File: src/rtl/lvdc_mem_pkg.sv
// Shared definitions for the memory cycle sequencer: widths, requester
// indices, parameter defaults, sequencer states and the request payload.
package lvdc_mem_pkg;

  localparam int unsigned ADDR_W       = 9;
  localparam int unsigned NUM_REQ      = 3;
  localparam int unsigned ACC_CNT_W    = 4;
  localparam int unsigned STARVE_CNT_W = 3;

  // Requester positions inside the one-hot grant vector {P,D,I}
  localparam int unsigned REQ_I = 0;
  localparam int unsigned REQ_D = 1;
  localparam int unsigned REQ_P = 2;

  localparam int unsigned ACC_CYCLES_DEF   = 4;
  localparam int unsigned STARVE_LIMIT_DEF = 3;

  typedef enum logic [2:0] {
    ST_IDLE    = 3'd0,
    ST_LOAD    = 3'd1,
    ST_DECODE  = 3'd2,
    ST_ACCESS  = 3'd3,
    ST_RECOVER = 3'd4
  } state_t;

  // Address and direction captured from the winning requester
  typedef struct packed {
    logic [ADDR_W-1:0] addr;
    logic              wr;
  } req_t;

endpackage

File: src/rtl/mem_arbiter.sv
// Combinational requester arbiter: fixed priority P > D > I, with the
// instruction fetch forced to win once it has been starved long enough.
// Ports:
//   req    in  [2:0]  request levels {P,D,I}
//   starve in  1      starvation counter has reached its limit
//   sel_c  out [2:0]  one-hot winner {P,D,I}, zero when nothing requests
module mem_arbiter
  import lvdc_mem_pkg::*;
(
  input  logic [NUM_REQ-1:0] req,
  input  logic               starve,
  output logic [NUM_REQ-1:0] sel_c
);

  // Priority select with instruction-fetch starvation override
  always_comb begin
    sel_c = '0;
    if (starve && req[REQ_I]) begin
      sel_c[REQ_I] = 1'b1;
    end else if (req[REQ_P]) begin
      sel_c[REQ_P] = 1'b1;
    end else if (req[REQ_D]) begin
      sel_c[REQ_D] = 1'b1;
    end else if (req[REQ_I]) begin
      sel_c[REQ_I] = 1'b1;
    end
  end

endmodule

File: src/rtl/mem_cycle_sequencer.sv
// Memory cycle sequencer: arbitrates instruction, data and I/O requests and
// runs each granted access through LOAD, DECODE, ACCESS (ACC_CYCLES long)
// and RECOVER. A new grant may be taken directly out of RECOVER.
// Ports:
//   CLK, RESET            clock, synchronous active-high reset
//   IREQ/IADDR            instruction fetch request and address
//   DREQ/DADDR/DWR        data request, address and write flag
//   PREQ/PADDR/PWR        I/O request, address and write flag
//   A                     latched memory address
//   TA, DECEN, RD, WR     load strobe, decode enable, access strobes
//   GNT                   one-hot grant {P,D,I}
//   DONE, BUSY            completion pulse, not-idle indicator
module mem_cycle_sequencer
  import lvdc_mem_pkg::*;
#(
  parameter int unsigned ACC_CYCLES   = ACC_CYCLES_DEF,
  parameter int unsigned STARVE_LIMIT = STARVE_LIMIT_DEF
) (
  input  logic              CLK,
  input  logic              RESET,
  input  logic              IREQ,
  input  logic [ADDR_W-1:0] IADDR,
  input  logic              DREQ,
  input  logic [ADDR_W-1:0] DADDR,
  input  logic              DWR,
  input  logic              PREQ,
  input  logic [ADDR_W-1:0] PADDR,
  input  logic              PWR,
  output logic [ADDR_W-1:0] A,
  output logic              TA,
  output logic              DECEN,
  output logic              RD,
  output logic              WR,
  output logic [NUM_REQ-1:0] GNT,
  output logic              DONE,
  output logic              BUSY
);

  state_t                  state_q, state_nxt;
  logic [ACC_CNT_W-1:0]    acc_cnt_q;
  logic [STARVE_CNT_W-1:0] starve_cnt_q;
  logic                    wr_flag_q;
  logic [NUM_REQ-1:0]      sel_c;
  logic                    starve_hit;
  logic                    grant;
  logic                    wr_nxt;
  req_t                    sel_req;

  assign starve_hit = (starve_cnt_q == STARVE_CNT_W'(STARVE_LIMIT));

  mem_arbiter u_arb (
    .req    ({PREQ, DREQ, IREQ}),
    .starve (starve_hit),
    .sel_c  (sel_c)
  );

  // Next state, grant qualification and the winner's payload
  always_comb begin
    state_nxt = state_q;
    grant     = 1'b0;
    sel_req   = '{addr: IADDR, wr: 1'b0};
    if (sel_c[REQ_P]) begin
      sel_req = '{addr: PADDR, wr: PWR};
    end else if (sel_c[REQ_D]) begin
      sel_req = '{addr: DADDR, wr: DWR};
    end
    case (state_q)
      ST_IDLE: begin
        grant = |sel_c;
        if (grant) state_nxt = ST_LOAD;
      end
      ST_LOAD:   state_nxt = ST_DECODE;
      ST_DECODE: state_nxt = ST_ACCESS;
      ST_ACCESS: begin
        if (acc_cnt_q == '0) state_nxt = ST_RECOVER;
      end
      ST_RECOVER: begin
        grant     = |sel_c;
        state_nxt = grant ? ST_LOAD : ST_IDLE;
      end
      default: state_nxt = ST_IDLE;
    endcase
    wr_nxt = grant ? sel_req.wr : wr_flag_q;
  end

  // State, latched access context and registered Moore outputs
  always_ff @(posedge CLK) begin
    if (RESET) begin
      state_q      <= ST_IDLE;
      acc_cnt_q    <= '0;
      starve_cnt_q <= '0;
      wr_flag_q    <= 1'b0;
      A            <= '0;
      GNT          <= '0;
      TA           <= 1'b0;
      DECEN        <= 1'b0;
      RD           <= 1'b0;
      WR           <= 1'b0;
      DONE         <= 1'b0;
      BUSY         <= 1'b0;
    end else begin
      state_q <= state_nxt;
      if (grant) begin
        A         <= sel_req.addr;
        GNT       <= sel_c;
        wr_flag_q <= sel_req.wr;
        // Count grants that passed over a waiting instruction fetch
        if (IREQ && !sel_c[REQ_I]) begin
          if (!starve_hit) starve_cnt_q <= starve_cnt_q + STARVE_CNT_W'(1);
        end else begin
          starve_cnt_q <= '0;
        end
      end else if (state_nxt == ST_IDLE) begin
        GNT <= '0;
      end
      // Down-counter loaded on DECODE so ACCESS spans ACC_CYCLES cycles
      if (state_q == ST_DECODE) begin
        acc_cnt_q <= ACC_CNT_W'(ACC_CYCLES - 1);
      end else if (state_q == ST_ACCESS && acc_cnt_q != '0) begin
        acc_cnt_q <= acc_cnt_q - ACC_CNT_W'(1);
      end
      TA    <= (state_nxt == ST_LOAD);
      DECEN <= (state_nxt == ST_DECODE) || (state_nxt == ST_ACCESS);
      RD    <= (state_nxt == ST_ACCESS) && !wr_nxt;
      WR    <= (state_nxt == ST_ACCESS) && wr_nxt;
      DONE  <= (state_nxt == ST_RECOVER);
      BUSY  <= (state_nxt != ST_IDLE);
    end
  end

endmodule

File: config.mk
export PLATFORM = sky130hd
export DESIGN_NAME = mem_cycle_sequencer
export DESIGN_NICKNAME = d
export VERILOG_FILES = /design/src/rtl/lvdc_mem_pkg.sv /design/src/rtl/mem_arbiter.sv /design/src/rtl/mem_cycle_sequencer.sv
export SDC_FILE = /design/constraint.sdc
export NUM_CORES = 1
export LEC_CHECK = 0
export ABC_AREA = 1
export BUFFER_PORTS_ARGS = -buffer_cell sky130_fd_sc_hd__buf_4
export CORE_MARGIN = 5
export CORE_UTILIZATION = 30
export CTS_BUF_LIST = sky130_fd_sc_hd__clkbuf_4 sky130_fd_sc_hd__clkbuf_8
export DETAILED_ROUTE_END_ITERATION = 10
export PLACE_DENSITY_LB_ADDON = 0.05
export SLEW_MARGIN = 20
export SYNTH_ARGS = -nofsm -noshare
export SYNTH_HDL_FRONTEND = slang
export SYNTH_SLANG_ARGS = --single-unit
File: constraint.sdc
create_clock -name CLK -period 1.4 [get_ports CLK]
set_clock_uncertainty 0.05 [all_clocks]
set_input_delay 0.28 -clock CLK [delete_from_list [all_inputs] [get_ports CLK]]
set_output_delay 0.28 -clock CLK [all_outputs]
set_load 0.01 [all_outputs]
Yosys cells after proc, flatten, opt, wreduce, memory -nomap -nowiden --
Index checks and enable logic that the tools add are counted.
Storage, ports and cells: flip-flop bits (word level) 29, output and inout port bits 18
Cells by class: add/subtract/negate cells 2, equal/unequal tests 10, muxes and demuxes 21, reductions and logical operators 19
Operators with widths (number):
- 10-bit two-way mux | 2
- 3-bit two-way mux | 6
- 3-bit by 2-bit equality test with 1-bit output (second input constant) | 5
- 3-bit case mux with 5 select lines | 1
- 1-bit two-way mux | 8
- 2-bit two-way mux | 4
- 3-bit by 1-bit equality test with 1-bit output (second input constant) | 2
- 3-bit equality test (second input constant) | 2
- 3-bit logical NOT | 2
- 1-bit logical AND | 5
- 4-bit logical NOT | 1
- 2-bit nonzero test | 2
- 4-bit nonzero test | 1
- 2-bit OR reduction | 2
- 4-bit by 1-bit subtractor with 4-bit output (second input constant) | 1
- 3-bit by 1-bit adder with 3-bit output (second input constant) | 1
- 3-bit nonzero test | 1
- 3-bit OR reduction | 1
- 1-bit logical NOT | 2
- 2-bit != test (second input constant) | 1
- 2-bit AND reduction | 1
- 1-bit logical OR | 1

Longest topological paths before layout --
word-level depth 10, gate-level depth with buffers 8, mapped depth without buffers 8

Modules after synthesis --
From an unflattened synthesis, not the netlist that was laid out.
Unflattened totals: cells, all modules 236, area total of the unflattened synthesis 1496.4 um^2
By module, submodules not included:
- mem_cycle_sequencer | times used 1, cells an instance 227, area an instance 1458.9 um^2
- mem_arbiter | times used 1, cells an instance 9, area an instance 37.5 um^2

Least setup slack after synthesis --
Ideal clock, no wire load.
path kind reg2reg, start point register starve_cnt_q[0], end point register A[7], library setup time 0.116 ns, data arrival time 1.236 ns, data required time 1.234 ns, setup slack -0.001 ns, stages on the path, launching flop included 8, buffers on the path 1, clock period less this slack 1.401 ns, cell sequence dfxtp_1 > ha_1 > ha_1 > nand2_2 > buf_2 > nand3_1 > nand3_1 > a21oi_2
Between the ends: longest elaborated chain between the ends 5
RTL lines:
- from (decl) | RTL line mem_cycle_sequencer.sv:41 | logic [STARVE_CNT_W-1:0] starve_cnt_q;
- from (signal assigned) | RTL line mem_cycle_sequencer.sv:109 | if (!starve_hit) starve_cnt_q <= starve_cnt_q + STARVE_CNT_W'(1);
- 3-bit by 2-bit equality test with 1-bit output * | RTL line mem_cycle_sequencer.sv:49 | assign starve_hit = (starve_cnt_q == STARVE_CNT_W'(STARVE_LIMIT));
- 1-bit logical AND * | RTL line mem_arbiter.sv:18 | if (starve && req[REQ_I]) begin
- 1-bit two-way mux or 2-bit two-way mux (tied branches) | RTL line mem_arbiter.sv:18
- 3-bit OR reduction or 10-bit two-way mux (tied branches) | RTL line mem_cycle_sequencer.sv:69, mem_cycle_sequencer.sv:78, mem_cycle_sequencer.sv:64
- 1-bit two-way mux or 10-bit two-way mux (tied branches)
- to (signal assigned) | RTL line mem_cycle_sequencer.sv:104 | A <= sel_req.addr;
- to (decl) | RTL line mem_cycle_sequencer.sv:29 | output logic [ADDR_W-1:0] A,
Mark *: on every way between the ends. The rest lies on a longest branch, timed or not. A chain may end at the register's enable or synchronous reset.

Final worst setup path --
start point register starve_cnt_q[1], end point register RD
Between the ends: longest elaborated chain between the ends 8
RTL lines:
- 3-bit by 2-bit equality test with 1-bit output * | RTL line mem_cycle_sequencer.sv:49
- 1-bit logical AND * | RTL line mem_arbiter.sv:18
- 1-bit two-way mux or 2-bit two-way mux (tied branches) | RTL line mem_arbiter.sv:18
- 3-bit OR reduction or 10-bit two-way mux (tied branches) | RTL line mem_cycle_sequencer.sv:69, mem_cycle_sequencer.sv:78, mem_cycle_sequencer.sv:64
- 1-bit two-way mux, or another cell as far along | RTL line mem_cycle_sequencer.sv:79 | state_nxt = grant ? ST_LOAD : ST_IDLE;
- 3-bit case mux with 5 select lines or 1-bit two-way mux (tied branches)
- 3-bit by 2-bit equality test with 1-bit output or 1-bit logical NOT (tied branches) | RTL line mem_cycle_sequencer.sv:124 | RD <= (state_nxt == ST_ACCESS) && !wr_nxt;
- 1-bit logical AND * | RTL line mem_cycle_sequencer.sv:124
- to (signal assigned) | RTL line mem_cycle_sequencer.sv:124
- to (decl) | RTL line mem_cycle_sequencer.sv:32 | output logic RD,
Marks and branches as above.

==> flow_metrics.py <==
metrics = {
    "pwr": {
        "p_switching_mw": 0.840,
        "switching_share": 0.327,
        "clkPwrFrac": 0.274,
        "leakage_nw": 1.20,
        "power.density_nw_per_um2": 1130,
        "combPwrFrac": 0.331,
        "vdd_ir_drop_max_mv": 0.490,
        "seqPwrFrac": 0.394,
        "p_int_mw": 1.73,
    },
    "timing": {
        "period_needed_ps": 1330,
        "maxSlewHeadroom": 0.799,
        "final_hold_viol_count": 0,
        "tightest_slew_ps": 302,
        "finalSetupViolCount": 0,
        "finalCritPeriodShare": 0.950,
        "timing.hold.ws_ps": 205,
        "max_freq_ghz": 0.752,
        "layout_setup_ws_ps": 69.9,
        "slew_viol_final": 0,
        "rsz0062_at_grt": "true",
    },
    "layout": {
        "fillers": 599,
        "n_antenna_cell": 0,
        "area_delta_synth_final_pct": 41.4,
        "nets": 345,
        "fin_util": 0.442,
        "design_area_um2": 2270,
        "drive_above_1_share": 0.299,
    },
    "drt": {
        "vias": 1592,
        "drt-vias-per-instance": 4.21,
        "avgRoutedWirePerCell_um": 10.8,
        "route.detailed.drc": 0,
        "drt-initial-drc-count": 52,
        "drt-total-wl_mm": 4.06,
        "antenna_left": 0,
        "dr.pass1.iters": 4,
    },
    "synth": {
        "synthCells": 250,
        "synth_warnings": 0,
        "avgSynthCellArea_um2": 6.42,
        "ys_types": 23,
        "synth_area_um2": 1610,
        "ys_ff_latch": 29,
        "synth_seq_area_share": 0.362,
        "syn_nets": 287,
    },
    "worst_setup_path": {
        "cp_max_fo": 5,
        "critPathKind": "flip-flop to flip-flop",
        "end_kind": "flip-flop",
        "cp_data_required_time_ps": 1520,
        "r2r_slack_ps": 70,
        "worstPathArrival_ps": 1450,
        "worst_setup_path_start_kind": "flip-flop",
    },
    "clock_tree": {
        "hold_buffers": 0,
        "clock_path_buffers": 2,
        "cts_inserted_buffers": 5,
        "postCtsSetupBuffers": 0,
        "clk_pin_slew_ps": 60,
        "clk-insertion-delay-late_ps": 270,
        "clockRootBuffer": "clkbuf_8",
        "tritoncts": "yes",
        "clock_sinks": 29,
        "htreeDepth": 2,
    },
    "status": {
        "status": "completed",
    },
    "die": {
        "core-area_um2": 5140,
        "start_util": 0.312,
        "die_w_um": 83.2,
        "dieArea_um2": 6910,
        "die_y_um": 83.2,
        "ios": 52,
        "num_rows": 26,
    },
    "global_routing": {
        "antenna_found_initial": 0,
        "first_global_vias": 1487,
        "track_usage": 0.121,
        "grt_remaining_overflow": 0,
        "grt_pass1_wl_mm": 6.78,
        "grt_max_degree": 24,
    },
    "placement": {
        "gp_congestion": 0.723,
        "dp_slack_ps": -71.6,
        "placed_cell_area_um2": 2080,
        "io_buffers": 51,
        "post-dp-hpwl_mm": 3.06,
    },
    "worst_hold_path": {
        "min_path_type": "primary input to flip-flop",
    },
    "job": {
        "drv_cap": 0,
    },
}
==> final timing paths <==
path | startpoint | to | cells after the start
setup / recovery | starve_cnt_q[1] | RD | 9
hold / removal | RESET | starve_cnt_q[1] | 2
setup reg to reg | starve_cnt_q[1] | RD | 9
hold reg to reg | GNT[2] | GNT[2] | 2
==> worst max-delay path, cell delays in order, from the launching register on <==
cell and delay (ps):
dfxtp_2 330, ha_4 160, ha_4 170, nand2_8 90
buf_6 120, nand3_4 80, nand2_2 80, nand2_1 50
nand2_1 50, nor2_1 40
==> routing by layer <==
metal	GRT usage	vias up	share of wire
met1	0.158	691	0.47
met4	0.0490	0	0.017
met3	0.0297	7	0.038
met5	0	-	0
li1	-	867	-
met2	0.190	27	0.48
==> state kept, by name (all words and copies together) (netlist names) <==
name          count
state_q           3
A                 9
GNT               3
starve_cnt_q      3
TA                1
DECEN             1
BUSY              1
RD                1
acc_cnt_q         4
DONE              1
wr_flag_q         1
WR                1
==> power groups by stage <==
stage / clock network [mW] / registers (mW) / logic, mW
floorplan: 0 / 1.06 / 0.495
global placement: 0 / 1.03 / 0.836
detailed placement: 0 / 1.03 / 0.835
CTS: 0.733 / 1.01 / 0.850
global route: 0.771 / 1.03 / 0.968
finish: 0.704 / 1.01 / 0.851
==> cell families (layout without fill, tap and decap cells) <==
group,count (synthesis),count (layout),share of synthesized area
fa+ha+maj,3,3,0.0234
buf+inv,60,118,0.156
simple gates,141,141,0.401
flops,29,29,0.362
xor+xnor,1,1,0.00546
compound gates,16,16,0.0522
==> synth_stat cells <==
cell,n,area share
buf_6,2,0.014
clkinv_1,1,0.0023
inv_1,50,0.12
nand2_1,62,0.14
clkbuf_1,2,0.0047
xor2_1,1,0.0055
nor2_2,2,0.0078
buf_2,2,0.0062
a21oi_2,1,0.0055
nand3_2,2,0.012
nor2_1,34,0.079
nand2_2,2,0.0078
nor4_1,2,0.0078
nor2_4,3,0.021
inv_2,1,0.0023
nand2_4,3,0.021
nand4_1,1,0.0039
ha_1,3,0.023
buf_4,2,0.0094
nand3_1,29,0.090
dfxtp_1,29,0.36
a21oi_1,15,0.047
nand3b_1,1,0.0047
==> metrics by stage <==
step                power [mW]  std cells  TNS [ps]
floorplan                 1.55        250         0
global placement          1.86        371      -319
detailed placement        1.86        371      -553
CTS                       2.59        378         0
global route              2.76        378     -30.0
finish                    2.57        378         0
==> final cells by class <==
class	instances	area, um2	share of cell area
multi-input combinational	161	861	0.379
sequential	29	586	0.258
timing repair buffer	59	450	0.198
inverter	52	195	0.0860
clock buffer	7	90.1	0.0397
tap	70	87.6	0.0386
==> what timing repair did <==
item,CTS,global route
gates resized for setup,13,9
pin swaps,5,8
cloned,0,0
setup endpoints to repair,12,13
==> placed cells by master (no fill, tap or decap), drive strengths merged <==
cell	Yosys	routed
a21oi	16	16
buf	6	59
clkbuf	2	7
clkinv	1	1
dfxtp	29	29
ha	3	3
inv	51	51
nand2	67	67
nand3	31	31
nand3b	1	1
nand4	1	1
nor2	39	39
nor4	2	2
xor2	1	1
Note: power is estimated with default switching activity, not from simulation.
